`config.mk`:
```
export PLATFORM = sky130hd
export DESIGN_NAME = mul_div_unit
export DESIGN_NICKNAME = d
export VERILOG_FILES = /design/src/rtl/mul_div_unit.sv
export SDC_FILE = /design/constraint.sdc
export NUM_CORES = 2
export LEC_CHECK = 0
export CAP_MARGIN = 10
export CORE_MARGIN = 1
export CORE_UTILIZATION = 55
export CTS_BUF_LIST = sky130_fd_sc_hd__clkbuf_4 sky130_fd_sc_hd__clkbuf_8 sky130_fd_sc_hd__clkbuf_16
export CTS_CLUSTER_DIAMETER = 50
export DETAILED_ROUTE_END_ITERATION = 7
export GPL_TIMING_DRIVEN = 0
export PLACE_DENSITY = 0.71
export SLEW_MARGIN = 20
export SYNTH_ARGS = -nofsm -noshare
export SYNTH_HDL_FRONTEND = slang
export SYNTH_SLANG_ARGS = --single-unit
```
`constraint.sdc`:
```
create_clock -name clk -period 9 [get_ports clk]
set_clock_uncertainty 0.05 [all_clocks]
set_input_delay 0.9 -clock clk [delete_from_list [all_inputs] [get_ports clk]]
set_output_delay 0.9 -clock clk [all_outputs]
set_load 0.01 [all_outputs]
```
`src/rtl/mul_div_unit.sv`:
```
// Multi-cycle MULT/MULTU/DIV/DIVU unit with HI/LO registers for the MIPS execute stage.
// Multiply completes after MUL_CYCLES edges; divide runs one restoring step per edge then sign-fixes.
module mul_div_unit #(
  parameter int WIDTH      = 32,
  parameter int MUL_CYCLES = 4
) (
  input  logic             clk,
  input  logic             rst_n,
  input  logic             start,
  input  logic [1:0]       op,
  input  logic [WIDTH-1:0] a,
  input  logic [WIDTH-1:0] b,
  input  logic             mthi,
  input  logic             mtlo,
  input  logic [WIDTH-1:0] wdata,
  output logic             busy,
  output logic             done,
  output logic [WIDTH-1:0] hi,
  output logic [WIDTH-1:0] lo
);

  typedef enum logic [1:0] {S_IDLE, S_MUL, S_DIV, S_FIX} state_e;

  localparam int CNT_MAX = (WIDTH > MUL_CYCLES) ? WIDTH : MUL_CYCLES;
  localparam int CW      = $clog2(CNT_MAX + 1);
  localparam logic [CW-1:0] MUL_LAST = CW'(MUL_CYCLES - 1);
  localparam logic [CW-1:0] DIV_LAST = CW'(WIDTH - 1);

  state_e           state_q, state_d;
  logic [CW-1:0]    cnt_q, cnt_d;
  logic [WIDTH-1:0] quo_q, quo_d;   // multiplicand during MUL, dividend/quotient during DIV
  logic [WIDTH-1:0] dsr_q, dsr_d;   // multiplier during MUL, divisor magnitude during DIV
  logic [WIDTH-1:0] rem_q, rem_d;
  logic [WIDTH-1:0] hi_q, hi_d, lo_q, lo_d;
  logic             sgn_q, sgn_d, neg_quo_q, neg_quo_d, neg_rem_q, neg_rem_d;
  logic             done_q, done_d;

  function automatic logic [2*WIDTH-1:0] mul_ext(input logic [WIDTH-1:0] x,
                                                 input logic [WIDTH-1:0] y,
                                                 input logic             sgn);
    logic [2*WIDTH-1:0] xe, ye;
    xe = {{WIDTH{sgn & x[WIDTH-1]}}, x};
    ye = {{WIDTH{sgn & y[WIDTH-1]}}, y};
    return xe * ye;
  endfunction

  logic             a_neg, b_neg;
  logic [WIDTH-1:0] a_mag, b_mag;
  logic [WIDTH:0]   div_sh, div_diff;
  logic [2*WIDTH-1:0] mul_prod;

  assign a_neg    = ~op[0] & a[WIDTH-1];
  assign b_neg    = ~op[0] & b[WIDTH-1];
  assign a_mag    = a_neg ? -a : a;
  assign b_mag    = b_neg ? -b : b;
  assign div_sh   = {rem_q, quo_q[WIDTH-1]};
  assign div_diff = div_sh - {1'b0, dsr_q};
  assign mul_prod = mul_ext(quo_q, dsr_q, sgn_q);

  // NOTE: sequential state uses non-blocking assignments so every register samples pre-edge values.
  always_ff @(posedge clk or negedge rst_n) begin
    if (!rst_n) begin
      state_q   <= S_IDLE;
      cnt_q     <= '0;
      quo_q     <= '0;
      dsr_q     <= '0;
      rem_q     <= '0;
      hi_q      <= '0;
      lo_q      <= '0;
      sgn_q     <= 1'b0;
      neg_quo_q <= 1'b0;
      neg_rem_q <= 1'b0;
      done_q    <= 1'b0;
    end else begin
      state_q   <= state_d;
      cnt_q     <= cnt_d;
      quo_q     <= quo_d;
      dsr_q     <= dsr_d;
      rem_q     <= rem_d;
      hi_q      <= hi_d;
      lo_q      <= lo_d;
      sgn_q     <= sgn_d;
      neg_quo_q <= neg_quo_d;
      neg_rem_q <= neg_rem_d;
      done_q    <= done_d;
    end
  end

  // NOTE: every combinational output gets a default first, so no path can infer a latch.
  always_comb begin
    state_d = state_q;
    cnt_d   = cnt_q;
    unique case (state_q)
      S_IDLE: if (start) begin
        cnt_d = '0;
        if (!op[1])        state_d = (MUL_CYCLES == 1) ? S_IDLE : S_MUL;
        else if (b == '0)  state_d = S_FIX;
        else               state_d = S_DIV;
      end
      S_MUL: if (cnt_q == MUL_LAST) state_d = S_IDLE;
             else                   cnt_d   = cnt_q + CW'(1);
      S_DIV: if (cnt_q == DIV_LAST) state_d = S_FIX;
             else                   cnt_d   = cnt_q + CW'(1);
      S_FIX: state_d = S_IDLE;
      default: state_d = S_IDLE;
    endcase
  end

  always_comb begin
    quo_d     = quo_q;
    dsr_d     = dsr_q;
    rem_d     = rem_q;
    hi_d      = hi_q;
    lo_d      = lo_q;
    sgn_d     = sgn_q;
    neg_quo_d = neg_quo_q;
    neg_rem_d = neg_rem_q;
    done_d    = 1'b0;
    unique case (state_q)
      S_IDLE: begin
        if (mthi) hi_d = wdata;
        if (mtlo) lo_d = wdata;
        if (start) begin
          sgn_d = ~op[0];
          if (!op[1]) begin
            quo_d = a;
            dsr_d = b;
            if (MUL_CYCLES == 1) begin
              {hi_d, lo_d} = mul_ext(a, b, ~op[0]);
              done_d       = 1'b1;
            end
          end else if (b == '0) begin
            // Divide by zero: skip iterations, FIX writes lo=all ones, hi=dividend.
            quo_d     = '1;
            rem_d     = a;
            neg_quo_d = 1'b0;
            neg_rem_d = 1'b0;
          end else begin
            quo_d     = a_mag;
            dsr_d     = b_mag;
            rem_d     = '0;
            neg_quo_d = a_neg ^ b_neg;
            neg_rem_d = a_neg;
          end
        end
      end
      S_MUL: if (cnt_q == MUL_LAST) begin
        {hi_d, lo_d} = mul_prod;
        done_d       = 1'b1;
      end
      S_DIV: begin
        if (!div_diff[WIDTH]) begin
          rem_d = div_diff[WIDTH-1:0];
          quo_d = {quo_q[WIDTH-2:0], 1'b1};
        end else begin
          rem_d = div_sh[WIDTH-1:0];
          quo_d = {quo_q[WIDTH-2:0], 1'b0};
        end
      end
      S_FIX: begin
        lo_d   = neg_quo_q ? -quo_q : quo_q;
        hi_d   = neg_rem_q ? -rem_q : rem_q;
        done_d = 1'b1;
      end
      default: ;
    endcase
  end

  always_comb begin
    busy = (state_q != S_IDLE);
    done = done_q;
    hi   = hi_q;
    lo   = lo_q;
  end

endmodule

```
==> results.md <==
- Reg-to-Reg End: hi[26]
- Post-synthesis sequential area ratio: approximately 8.4%
- Post-Syn Area: ~51000 µm²
- Inserted Clock Buffers: 17
- DPL Wire Length: between 150000 and 200000 µm
- Number of synthesized flops with an enable pin: 0
- RSZ-0062 raised after global routing: yes
- IO Port Bufs: between 150 and 200
- Yosys warning total: 0
- Vias: between 40000 and 50000
- First-pass GRT wire length: ~330000 µm
- Cell Area, Placed: around 55000 µm²
- GRT Resource Usage Total: roughly half
- Post-CTS Hold Buffers: 0
- 1st-iter DRT viols: approximately 5500
- CTS tree: yes
- Syn Nets: approximately 7400
- CP Data Required Time: 9350 ps
- Area contributors post-synth: fa_1 44%, inv_1 8.7%, dfrtp_1 8.4%
- Gate Count Post-Synth: between 5000 and 6000
- Crit path cell chain: clkbuf_1 -> nand2_1 -> fa_1 -> fa_1 -> inv_1 -> fa_1 -> fa_1 -> fa_1 -> fa_1 -> fa_1 -> inv_1 -> fa_1 -> inv_1 -> ha_2 -> nand2_1 -> or3_1 -> o32a_4 -> o41a_1 -> o21ai_0 -> xor2_1 -> a222oi_1 -> o21ai_0
- Largest net degree at the start of global routing: between 90 and 100
- Endpoint type of the worst setup path: flip-flop
- Fin crit period: around 9000 ps
- Slew HR: 16.2%
- CP dominant cell by count: fa_1
- Post-synth top cells: 1193 x inv_1, 1126 x fa_1, 982 x nand2_1
- Count leader, synth: inv_1
- Clock latency on the worst-skew pair: roughly 490 ps
- Final slew viol count: 0
- WL final: 226000 µm
- Row cnt: ~110
- Crit path DAT: slightly above 9000 ps
- Worst reg-to-reg setup slack: 30 ps
- Setup Viol. Count Final: 0
- DP Cell Count: between 7000 and 8000
- Max-cap violations: 0
- I/O pin total: 169
- P&R area growth vs syn: 8.93%
- CORE AREA: 91900 µm²
- Final period util: approximately 100%
- FF+latch area: 4360 µm²
- Total iterations of the first detailed-routing run: 8
- Area occupied by multi-input gates: 41300 µm²
- Via density per instance: approximately 6.2
- Startpoint types: flip-flop
- Async set or reset register ratio after synthesis: 100%
- # clock sinks: 172
- Fraction of layout cells with a size suffix above 1: under 10%
- Status: finished, final reports clean
- Clock transition at path regs: ~70 ps
- Filler cell count: approximately 8400
- Post-layout net count: around 7600
- Final hold vios: 0
- Vias in the first global route: 46439
- Die extent in x: around 310 µm
- Crit Path Class: reg2reg
- Top cell type's share of synthesized area: a little over two fifths
- Starting Density: a little under three fifths
- Yosys cell types: 90
- Max clock buf depth: 2
- Synth Area per Inst: about 8.6 µm²
- Root buffer cell: clkbuf_16
- Highest clock rate: roughly 110 MHz
- Routed length per instance: slightly above 30 µm
- Hold Path Class: in2async
- Routed Antenna Nets: 0
- H-tree depth: 4
- Max incr delay on CP: about 760 ps
- Crit Path Max Fanout: 12
- Post-synthesis register bit count: around 170
- Die area: about 94000 µm²
- R2R cell count: 22
- Die Y: 307 µm
- RD Place Congestion: roughly 1.1
- Design Area, Final: between 50000 and 60000 µm²
- Initial antenna violation count: 25
- Worst R2R Start: quo_q[25]
- CP max-delay cell: clkbuf_1
- # DRC: 0
- Area leader, netlist: fa_1
- Worst-Margin Slew: between 1000 and 1500 ps
- Global route overflow: 0
- Non-filler instance count after layout: between 7000 and 8000
- Ys flop type: dfrtp_1
==> layout make-up <==
cell class	count	share of cell area, %
tap	1243	2.79
buffer	319	2.93
antenna	17	0.0762
timing repair buffer	189	3.35
clock inverter	11	0.208
multi-input combinational	4188	73.9
clock buffer	21	0.838
inverter	1196	8.07
sequential	172	7.82
==> cell families (layout without fill, tap and decap cells) <==
logic type / count (synthesis) / in the layout / synth area share (%)
and+or+nand+nor: 1845 / 1845 / 16.6
buffers and inverters: 1570 / 1736 / 11.6
adders and majority gates: 1381 / 1381 / 50.2
AOI/OAI and AO/OA: 733 / 733 / 9.20
xor gates and xnor gates: 209 / 209 / 3.59
DFF: 172 / 172 / 8.40
muxes: 20 / 20 / 0.393
other: 0 / 17 / 0
==> cells in the final DEF, fill, tap and decap left out, types with 132 or more instances in the layout <==
master	netlist	layout
dfrtp_1	172	132
xnor2_1	159	159
a21oi_1	165	157
nor2_1	222	221
inv_1	1193	1186
clkdlybuf4s50_1	0	164
nand2_1	982	977
fa_1	1126	1118
and2_1	304	304
ha_1	255	239
o21ai_0	195	187
clkbuf_1	326	142
==> worst max-delay path, delay by kind of cell (launching register included) <==
kind	cells	cell delay [ps]
adder cells (fa/ha/maj)	9	4590
AO/OA/AOI/OAI	5	1520
buffers and inverters	4	920
AND/OR/NAND/NOR	3	830
flip-flops	1	580
XOR/XNOR	1	370
==> timing repair <==
item                                    in CTS  in global routing
endpoints found under the setup margin      34                 26
pin swaps                                    4                  8
gates resized for setup                    257                174
buffers inserted                            12                 10
==> metrics by stage <==
stage | hold WS, ps | utilization (%) | worst slack [ps] | setup TNS, ps
3_5_place_dp | 430 | 59.3 | -2140 | -39400
6_report | 362 | 60.7 | 28.7 | 0
4_1_cts | 390 | 60.3 | 6.15 | 0
5_1_grt | 418 | 60.7 | -28.8 | -52.4
3_3_place_gp | 429 | 59.2 | -2090 | -147900
2_1_floorplan | 424 | - | 797 | 0
==> how the worst max path moves through the flow <==
stage,cells past startpoint,slack [ps],startpoint,end
floorplan,27,800,quo_q[31],hi[26]
global placement,26,-2090,quo_q[31],hi[29]
detailed placement,27,-2140,quo_q[31],hi[26]
CTS,23,6,quo_q[29],hi[26]
global route,28,-30,dsr_q[1],hi[13]
finish,22,30,quo_q[25],hi[26]
==> state kept, by name, summed over array words and instances (netlist names), 2 cells and up <==
signal	cells
dsr_q	32
quo_q	32
cnt_q	6
hi	32
lo	32
state_q	2
rem_q	32
==> layer usage <==
metal	routed length [µm]	global-route usage, %	share of wire, %	vias to the layer above
met3	33300	18.0	15	881
met4	19200	31.9	8.5	26
met2	93000	70.3	41	3291
met1	80500	62.4	36	22905
met5	207	0.310	0.092	-
li1	-	-	-	18415
Power is not shown: default switching activity piles up to over one toggle a cycle in this logic, so the estimate is an artifact.
